File: src/rtl/ram_port_arbiter_if.sv
//------------------------------------------------------------------------------
// ram_port_arbiter_if : CPU, secondary-master and RAM macro signals of the arbiter
// Revision 1.0
//------------------------------------------------------------------------------
`default_nettype none

interface ram_port_arbiter_if #(
  parameter int AW = 12,
  parameter int DW = 16
);
  logic          CPU_EN;
  logic          CPU_WE;
  logic [1:0]    CPU_BE;
  logic [AW-1:0] CPU_ADDR;
  logic [DW-1:0] CPU_WDATA;
  logic          CPU_WAIT;

  logic          DMA_REQ;
  logic          DMA_WE;
  logic [1:0]    DMA_BE;
  logic [AW-1:0] DMA_ADDR;
  logic [DW-1:0] DMA_WDATA;
  logic          DMA_ACK;
  logic [DW-1:0] DMA_RDATA;
  logic          DMA_RVALID;

  logic          RAM_EN;
  logic          RAM_WE;
  logic [1:0]    RAM_BE;
  logic [AW-1:0] RAM_ADDR;
  logic [DW-1:0] RAM_DATA;
  logic [DW-1:0] RAM_Q;

  // Environment side: CPU path, secondary master and the RAM macro.
  modport master (
    output CPU_EN, CPU_WE, CPU_BE, CPU_ADDR, CPU_WDATA,
    input  CPU_WAIT,
    output DMA_REQ, DMA_WE, DMA_BE, DMA_ADDR, DMA_WDATA,
    input  DMA_ACK, DMA_RDATA, DMA_RVALID,
    input  RAM_EN, RAM_WE, RAM_BE, RAM_ADDR, RAM_DATA,
    output RAM_Q
  );

  modport slave (
    input  CPU_EN, CPU_WE, CPU_BE, CPU_ADDR, CPU_WDATA,
    output CPU_WAIT,
    input  DMA_REQ, DMA_WE, DMA_BE, DMA_ADDR, DMA_WDATA,
    output DMA_ACK, DMA_RDATA, DMA_RVALID,
    output RAM_EN, RAM_WE, RAM_BE, RAM_ADDR, RAM_DATA,
    input  RAM_Q
  );
endinterface

`default_nettype wire

File: src/rtl/ram_port_arbiter.sv
//------------------------------------------------------------------------------
// ram_port_arbiter : CPU-priority sharing of the MCU RAM with a secondary master.
// Optional starvation guard: define RAM_ARB_STARVE_EN.  Revision 1.0
//------------------------------------------------------------------------------
`default_nettype none

module ram_port_arbiter #(
  parameter int AW           = 12,
  parameter int DW           = 16,
  parameter int STARVE_LIMIT = 8
) (
  input  wire logic           CLK,
  input  wire logic           RESET,
  ram_port_arbiter_if.slave   bus
);

  logic          force_grant;
  logic          dma_own;
  logic          ram_en;
  logic          ram_we;
  logic [1:0]    ram_be;
  logic [AW-1:0] ram_addr;
  logic [DW-1:0] ram_data;

  logic          rd_pend_q;
  logic          rvalid_q;
  logic [DW-1:0] rdata_q;

  if (STARVE_LIMIT < 1) begin : g_limit_invalid
  end

  // The secondary master is never granted while reset is held.
  always_comb begin
    dma_own  = ~RESET & bus.DMA_REQ & (~bus.CPU_EN | force_grant);
    ram_en   = 1'b0;
    ram_we   = 1'b0;
    ram_be   = 2'b00;
    ram_addr = bus.CPU_ADDR;
    ram_data = bus.CPU_WDATA;
    if (dma_own) begin
      ram_en   = 1'b1;
      ram_we   = bus.DMA_WE;
      ram_be   = bus.DMA_BE;
      ram_addr = bus.DMA_ADDR;
      ram_data = bus.DMA_WDATA;
    end else if (bus.CPU_EN) begin
      ram_en   = 1'b1;
      ram_we   = bus.CPU_WE;
      ram_be   = bus.CPU_BE;
    end
  end

  assign bus.RAM_EN   = ram_en;
  assign bus.RAM_WE   = ram_we;
  assign bus.RAM_BE   = ram_be;
  assign bus.RAM_ADDR = ram_addr;
  assign bus.RAM_DATA = ram_data;
  assign bus.DMA_ACK  = dma_own;

  // RAM Q carries the read one cycle after issue; capture it the cycle after that.
  always_ff @(posedge CLK) begin
    if (RESET) begin
      rd_pend_q <= 1'b0;
      rvalid_q  <= 1'b0;
      rdata_q   <= '0;
    end else begin
      rd_pend_q <= dma_own & ~bus.DMA_WE;
      rvalid_q  <= rd_pend_q;
      if (rd_pend_q) begin
        rdata_q <= bus.RAM_Q;
      end
    end
  end

  assign bus.DMA_RDATA  = rdata_q;
  assign bus.DMA_RVALID = rvalid_q;

`ifdef RAM_ARB_STARVE_EN
  localparam int SW = $clog2(STARVE_LIMIT + 1);

  logic [SW-1:0] starve_q;
  logic [SW-1:0] starve_d;
  logic          wait_q;
  logic          wait_d;

  // wait_q marks the single forced-grant cycle that follows a saturated count.
  always_comb begin
    starve_d = starve_q;
    if (!bus.DMA_REQ || dma_own) begin
      starve_d = '0;
    end else if (starve_q != SW'(STARVE_LIMIT)) begin
      starve_d = starve_q + 1'b1;
    end
    wait_d = bus.DMA_REQ & ~dma_own & (starve_d == SW'(STARVE_LIMIT));
  end

  always_ff @(posedge CLK) begin
    if (RESET) begin
      starve_q <= '0;
      wait_q   <= 1'b0;
    end else begin
      starve_q <= starve_d;
      wait_q   <= wait_d;
    end
  end

  assign force_grant  = wait_q & bus.DMA_REQ;
  assign bus.CPU_WAIT = wait_q;
`else
  assign force_grant  = 1'b0;
  assign bus.CPU_WAIT = 1'b0;
`endif

endmodule

`default_nettype wire

File: src/flat_wrapper.sv
// flat-port wrapper written by rule: the top's interface ports become plain ports
module ram_port_arbiter_flat 
#(
  parameter int AW           = 12,
  parameter int DW           = 16,
  parameter int STARVE_LIMIT = 8
)
  (CLK, RESET, bus_CPU_EN, bus_CPU_WE, bus_CPU_BE, bus_CPU_ADDR, bus_CPU_WDATA, bus_CPU_WAIT, bus_DMA_REQ, bus_DMA_WE, bus_DMA_BE, bus_DMA_ADDR, bus_DMA_WDATA, bus_DMA_ACK, bus_DMA_RDATA, bus_DMA_RVALID, bus_RAM_EN, bus_RAM_WE, bus_RAM_BE, bus_RAM_ADDR, bus_RAM_DATA, bus_RAM_Q);
  ram_port_arbiter_if #(.AW(AW), .DW(DW)) bus_i ();
  input  wire logic CLK;
  input  wire logic RESET;
  input wire logic [$bits(bus_i.CPU_EN)-1:0] bus_CPU_EN;
  input wire logic [$bits(bus_i.CPU_WE)-1:0] bus_CPU_WE;
  input wire logic [$bits(bus_i.CPU_BE)-1:0] bus_CPU_BE;
  input wire logic [$bits(bus_i.CPU_ADDR)-1:0] bus_CPU_ADDR;
  input wire logic [$bits(bus_i.CPU_WDATA)-1:0] bus_CPU_WDATA;
  output wire logic [$bits(bus_i.CPU_WAIT)-1:0] bus_CPU_WAIT;
  input wire logic [$bits(bus_i.DMA_REQ)-1:0] bus_DMA_REQ;
  input wire logic [$bits(bus_i.DMA_WE)-1:0] bus_DMA_WE;
  input wire logic [$bits(bus_i.DMA_BE)-1:0] bus_DMA_BE;
  input wire logic [$bits(bus_i.DMA_ADDR)-1:0] bus_DMA_ADDR;
  input wire logic [$bits(bus_i.DMA_WDATA)-1:0] bus_DMA_WDATA;
  output wire logic [$bits(bus_i.DMA_ACK)-1:0] bus_DMA_ACK;
  output wire logic [$bits(bus_i.DMA_RDATA)-1:0] bus_DMA_RDATA;
  output wire logic [$bits(bus_i.DMA_RVALID)-1:0] bus_DMA_RVALID;
  output wire logic [$bits(bus_i.RAM_EN)-1:0] bus_RAM_EN;
  output wire logic [$bits(bus_i.RAM_WE)-1:0] bus_RAM_WE;
  output wire logic [$bits(bus_i.RAM_BE)-1:0] bus_RAM_BE;
  output wire logic [$bits(bus_i.RAM_ADDR)-1:0] bus_RAM_ADDR;
  output wire logic [$bits(bus_i.RAM_DATA)-1:0] bus_RAM_DATA;
  input wire logic [$bits(bus_i.RAM_Q)-1:0] bus_RAM_Q;
  assign bus_i.CPU_EN = bus_CPU_EN;
  assign bus_i.CPU_WE = bus_CPU_WE;
  assign bus_i.CPU_BE = bus_CPU_BE;
  assign bus_i.CPU_ADDR = bus_CPU_ADDR;
  assign bus_i.CPU_WDATA = bus_CPU_WDATA;
  assign bus_CPU_WAIT = bus_i.CPU_WAIT;
  assign bus_i.DMA_REQ = bus_DMA_REQ;
  assign bus_i.DMA_WE = bus_DMA_WE;
  assign bus_i.DMA_BE = bus_DMA_BE;
  assign bus_i.DMA_ADDR = bus_DMA_ADDR;
  assign bus_i.DMA_WDATA = bus_DMA_WDATA;
  assign bus_DMA_ACK = bus_i.DMA_ACK;
  assign bus_DMA_RDATA = bus_i.DMA_RDATA;
  assign bus_DMA_RVALID = bus_i.DMA_RVALID;
  assign bus_RAM_EN = bus_i.RAM_EN;
  assign bus_RAM_WE = bus_i.RAM_WE;
  assign bus_RAM_BE = bus_i.RAM_BE;
  assign bus_RAM_ADDR = bus_i.RAM_ADDR;
  assign bus_RAM_DATA = bus_i.RAM_DATA;
  assign bus_i.RAM_Q = bus_RAM_Q;
  ram_port_arbiter #(.AW(AW), .DW(DW), .STARVE_LIMIT(STARVE_LIMIT)) u_core (.CLK(CLK), .RESET(RESET), .bus(bus_i));
endmodule
File: config.mk
export PLATFORM = sky130hd
export DESIGN_NAME = ram_port_arbiter_flat
export DESIGN_NICKNAME = d
export VERILOG_FILES = /design/src/rtl/ram_port_arbiter_if.sv /design/src/rtl/ram_port_arbiter.sv /design/src/flat_wrapper.sv
export SDC_FILE = /design/constraint.sdc
export NUM_CORES = 1
export LEC_CHECK = 0
export BUFFER_PORTS_ARGS = -buffer_cell sky130_fd_sc_hd__buf_2
export CAP_MARGIN = 20
export CORE_ASPECT_RATIO = 1.5
export CORE_MARGIN = 1.5
export CORE_UTILIZATION = 36
export CTS_BUF_LIST = sky130_fd_sc_hd__clkbuf_4
export CTS_CLUSTER_SIZE = 25
export DETAILED_ROUTE_END_ITERATION = 16
export GPL_ROUTABILITY_DRIVEN = 0
export PLACE_DENSITY = 0.92
export SLEW_MARGIN = 25
export SYNTH_ARGS = -nofsm -noshare
export SYNTH_HDL_FRONTEND = slang
export SYNTH_SLANG_ARGS = --single-unit
File: constraint.sdc
create_clock -name CLK -period 2.2 [get_ports CLK]
set_clock_uncertainty 0.1 [all_clocks]
set_input_delay 0.33 -clock CLK [delete_from_list [all_inputs] [get_ports CLK]]
set_output_delay 0.33 -clock CLK [all_outputs]
set_load 0.1 [all_outputs]
==> results_dict.tcl <==
set metrics [dict create \
    fin_setup_tns_ps 0 \
    irDropWorstVdd_uv 491 \
    rsz0062_at_grt "false" \
    rrSetupSlack_ps 1110 \
    cp-end-kind "output port" \
    period_share_pct 89.5 \
    reg2reg_depth 3 \
    antenna_found_initial 0 \
    first_pass_iters 6 \
    cp_max_fo 29 \
    arrival_ps 1540 \
    clk_pin_slew_ps 100 \
    ys_top_cells_by_area "dfxtp_1, mux2_2, mux2i_1, mux2_4, nor2_1" \
    r2r-end "u_core.bus.DMA_RDATA[4]$_SDFFE_PP0P_" \
    post_cts_buffers 0 \
    yosysWarnings 0 \
    cts_tree "built" \
    numCtsBuffers 3 \
    regArea_um2 360 \
    track_usage_pct 21.9 \
    antenna_cells 0 \
    nFillCells 194 \
    ys_types 17 \
    mostFrequentLayoutCell "buf_2" \
    num_rows 24 \
    ant_nets 0 \
    min_to "u_core.rd_pend_q$_SDFF_PP0_" \
    die_w_um 48.1 \
    syn_area_per_cell_um2 10.8 \
    grt-ovfl-total 0 \
    routed_wl_um 3890 \
    drc_errors 0 \
    core_area_um2 2910 \
    clk_path_buf_depth 2 \
    yosysSeqAreaShare_pct 32.8 \
    utilization_pct 76.3 \
    vias 1230 \
    hold_depth 2 \
    cts_root_buf "clkbuf_4" \
    synth_nets 184 \
    area_growth_pct 102 \
    drive_gt1_share_pct 71.9 \
    ys_ff_latch 18 \
    finalNetCount 314 \
    syn_inst 102 \
    start_kind "input pin" \
    preCtsSetupSlack_ps 241 \
    syn_area_um2 1100 \
    grt_first_pass_wirelength_um 5570 \
    io-pin-count 133 \
    cts_hold_buf 0 \
    grt_max_degree 30 \
    synth_top_area_cell "dfxtp_1" \
    clock-sinks 18 \
    h-tree-depth 1 \
    multi_input_area_um2 661 \
    hold_path.class "input pin to flop" \
    setup_viol 0 \
    final.setup.worst_slack_ps 231 \
    start_util_pct 37.8 \
    port_buffers 131 \
    grt_pass1_vias 1292 \
    p_per_area_nw_per_um2 553 \
    final_cell_mix "buf_2, buf_12, mux2_2, dfxtp_1" \
    crit_required_ps 1770 \
    synth_top_area_share_pct 32.8 \
    layout_min_cycle_time_ps 1970 \
    drt-wirelength-per-cell_um 14.4 \
    status "completed" \
    clk_latency_ps 280 \
    crit-reg2reg-launch "u_core.rd_pend_q$_SDFF_PP0_" \
    dp_hpwl_um 3320 \
    finalHoldViolCount 0 \
    critPathKind "input pin to output port" \
    cts.repair.resized 0 \
    drv_cap 0 \
    power_w 0.00123 \
    vias_per_cell 4.56 \
    drt-initial-drc-count 7 \
    die_area_um2 3400 \
    worstHoldStart "bus_DMA_WE" \
    max_freq_ghz 0.508 \
    p_leak_nw 1.10 \
    die_h_um 70.7 \
    drv_slew 0 \
]
## stage by stage
step / hold slack (ps) / instances / cell area (um2)
4_1_cts: 109 / 270 / 2220
3_5_place_dp: 380 / 266 / 2200
3_3_place_gp: 368 / 266 / 2200
2_1_floorplan: 307 / 102 / 1100
5_1_grt: 114 / 270 / 2220
6_report: 111 / 270 / 2220
## sequential cells by signal (all words and copies together), names as in the netlist
name and cells:
u_core.bus.DMA_RVALID 1, u_core.bus.DMA_RDATA 16, u_core.rd_pend_q 1
## where the power goes
group	internal, W	leakage [nW]	total (W)	switching (W)
clock	0.0000657	0.0154	0.000159	0.0000934
sequential	0.000333	0.146	0.000336	0.00000319
combinational	0.000258	0.944	0.000734	0.000477
## final cells by class
cell class                 count  area share, %
sequential                    18           16.2
tap                           39           2.20
clock buffer                   3           1.01
multi-input combinational     75           29.7
timing repair buffer         134           50.7
clock inverter                 1          0.169
## Yosys cell counts
master	n
nor3_1	1
mux2i_1	16
buf_6	2
clkbuf_1	1
buf_2	2
nor3b_4	1
o21ai_0	3
mux2_2	19
dfxtp_1	18
nor2_1	16
nand2_1	3
buf_4	3
nor2b_1	1
conb_1	1
mux2_4	9
buf_12	1
nand2b_1	5
## cell families after synthesis
group / count (synthesis) / share of synthesized area (%)
and+or+nand+nor: 27 / 12.1
AOI/OAI and AO/OA: 3 / 1.36
muxes: 44 / 46.3
DFF: 18 / 32.8
other: 1 / 0.341
buffers and inverters: 9 / 7.17
## how the worst max path moves through the flow
| stage | start | endpoint | slack (ps) |
|---|---|---|---|
| floorplan | RESET | bus_RAM_BE[0] | -280 |
| global placement | bus_CPU_EN | bus_RAM_DATA[12] | 260 |
| detailed placement | bus_CPU_EN | bus_RAM_DATA[10] | 240 |
| CTS | bus_CPU_EN | bus_RAM_DATA[10] | 240 |
| global route | bus_CPU_EN | bus_RAM_DATA[4] | 180 |
| finish | bus_CPU_EN | bus_RAM_DATA[10] | 230 |
## worst max-delay path, cell delays in order
cell     delay, ps
buf_2          150
nor3b_4        230
buf_12         240
mux2_2         400
buf_12         170
## per-layer routing
layer  global-route usage (%)  wire length, um  vias up
met1                     21.9             1320      532
met5                        0                0        -
met2                     40.0             1960       96
li1                         -                -      602
met3                     10.2              614        0
met4                     2.70                0        0
(Power assumes the default switching activity.)
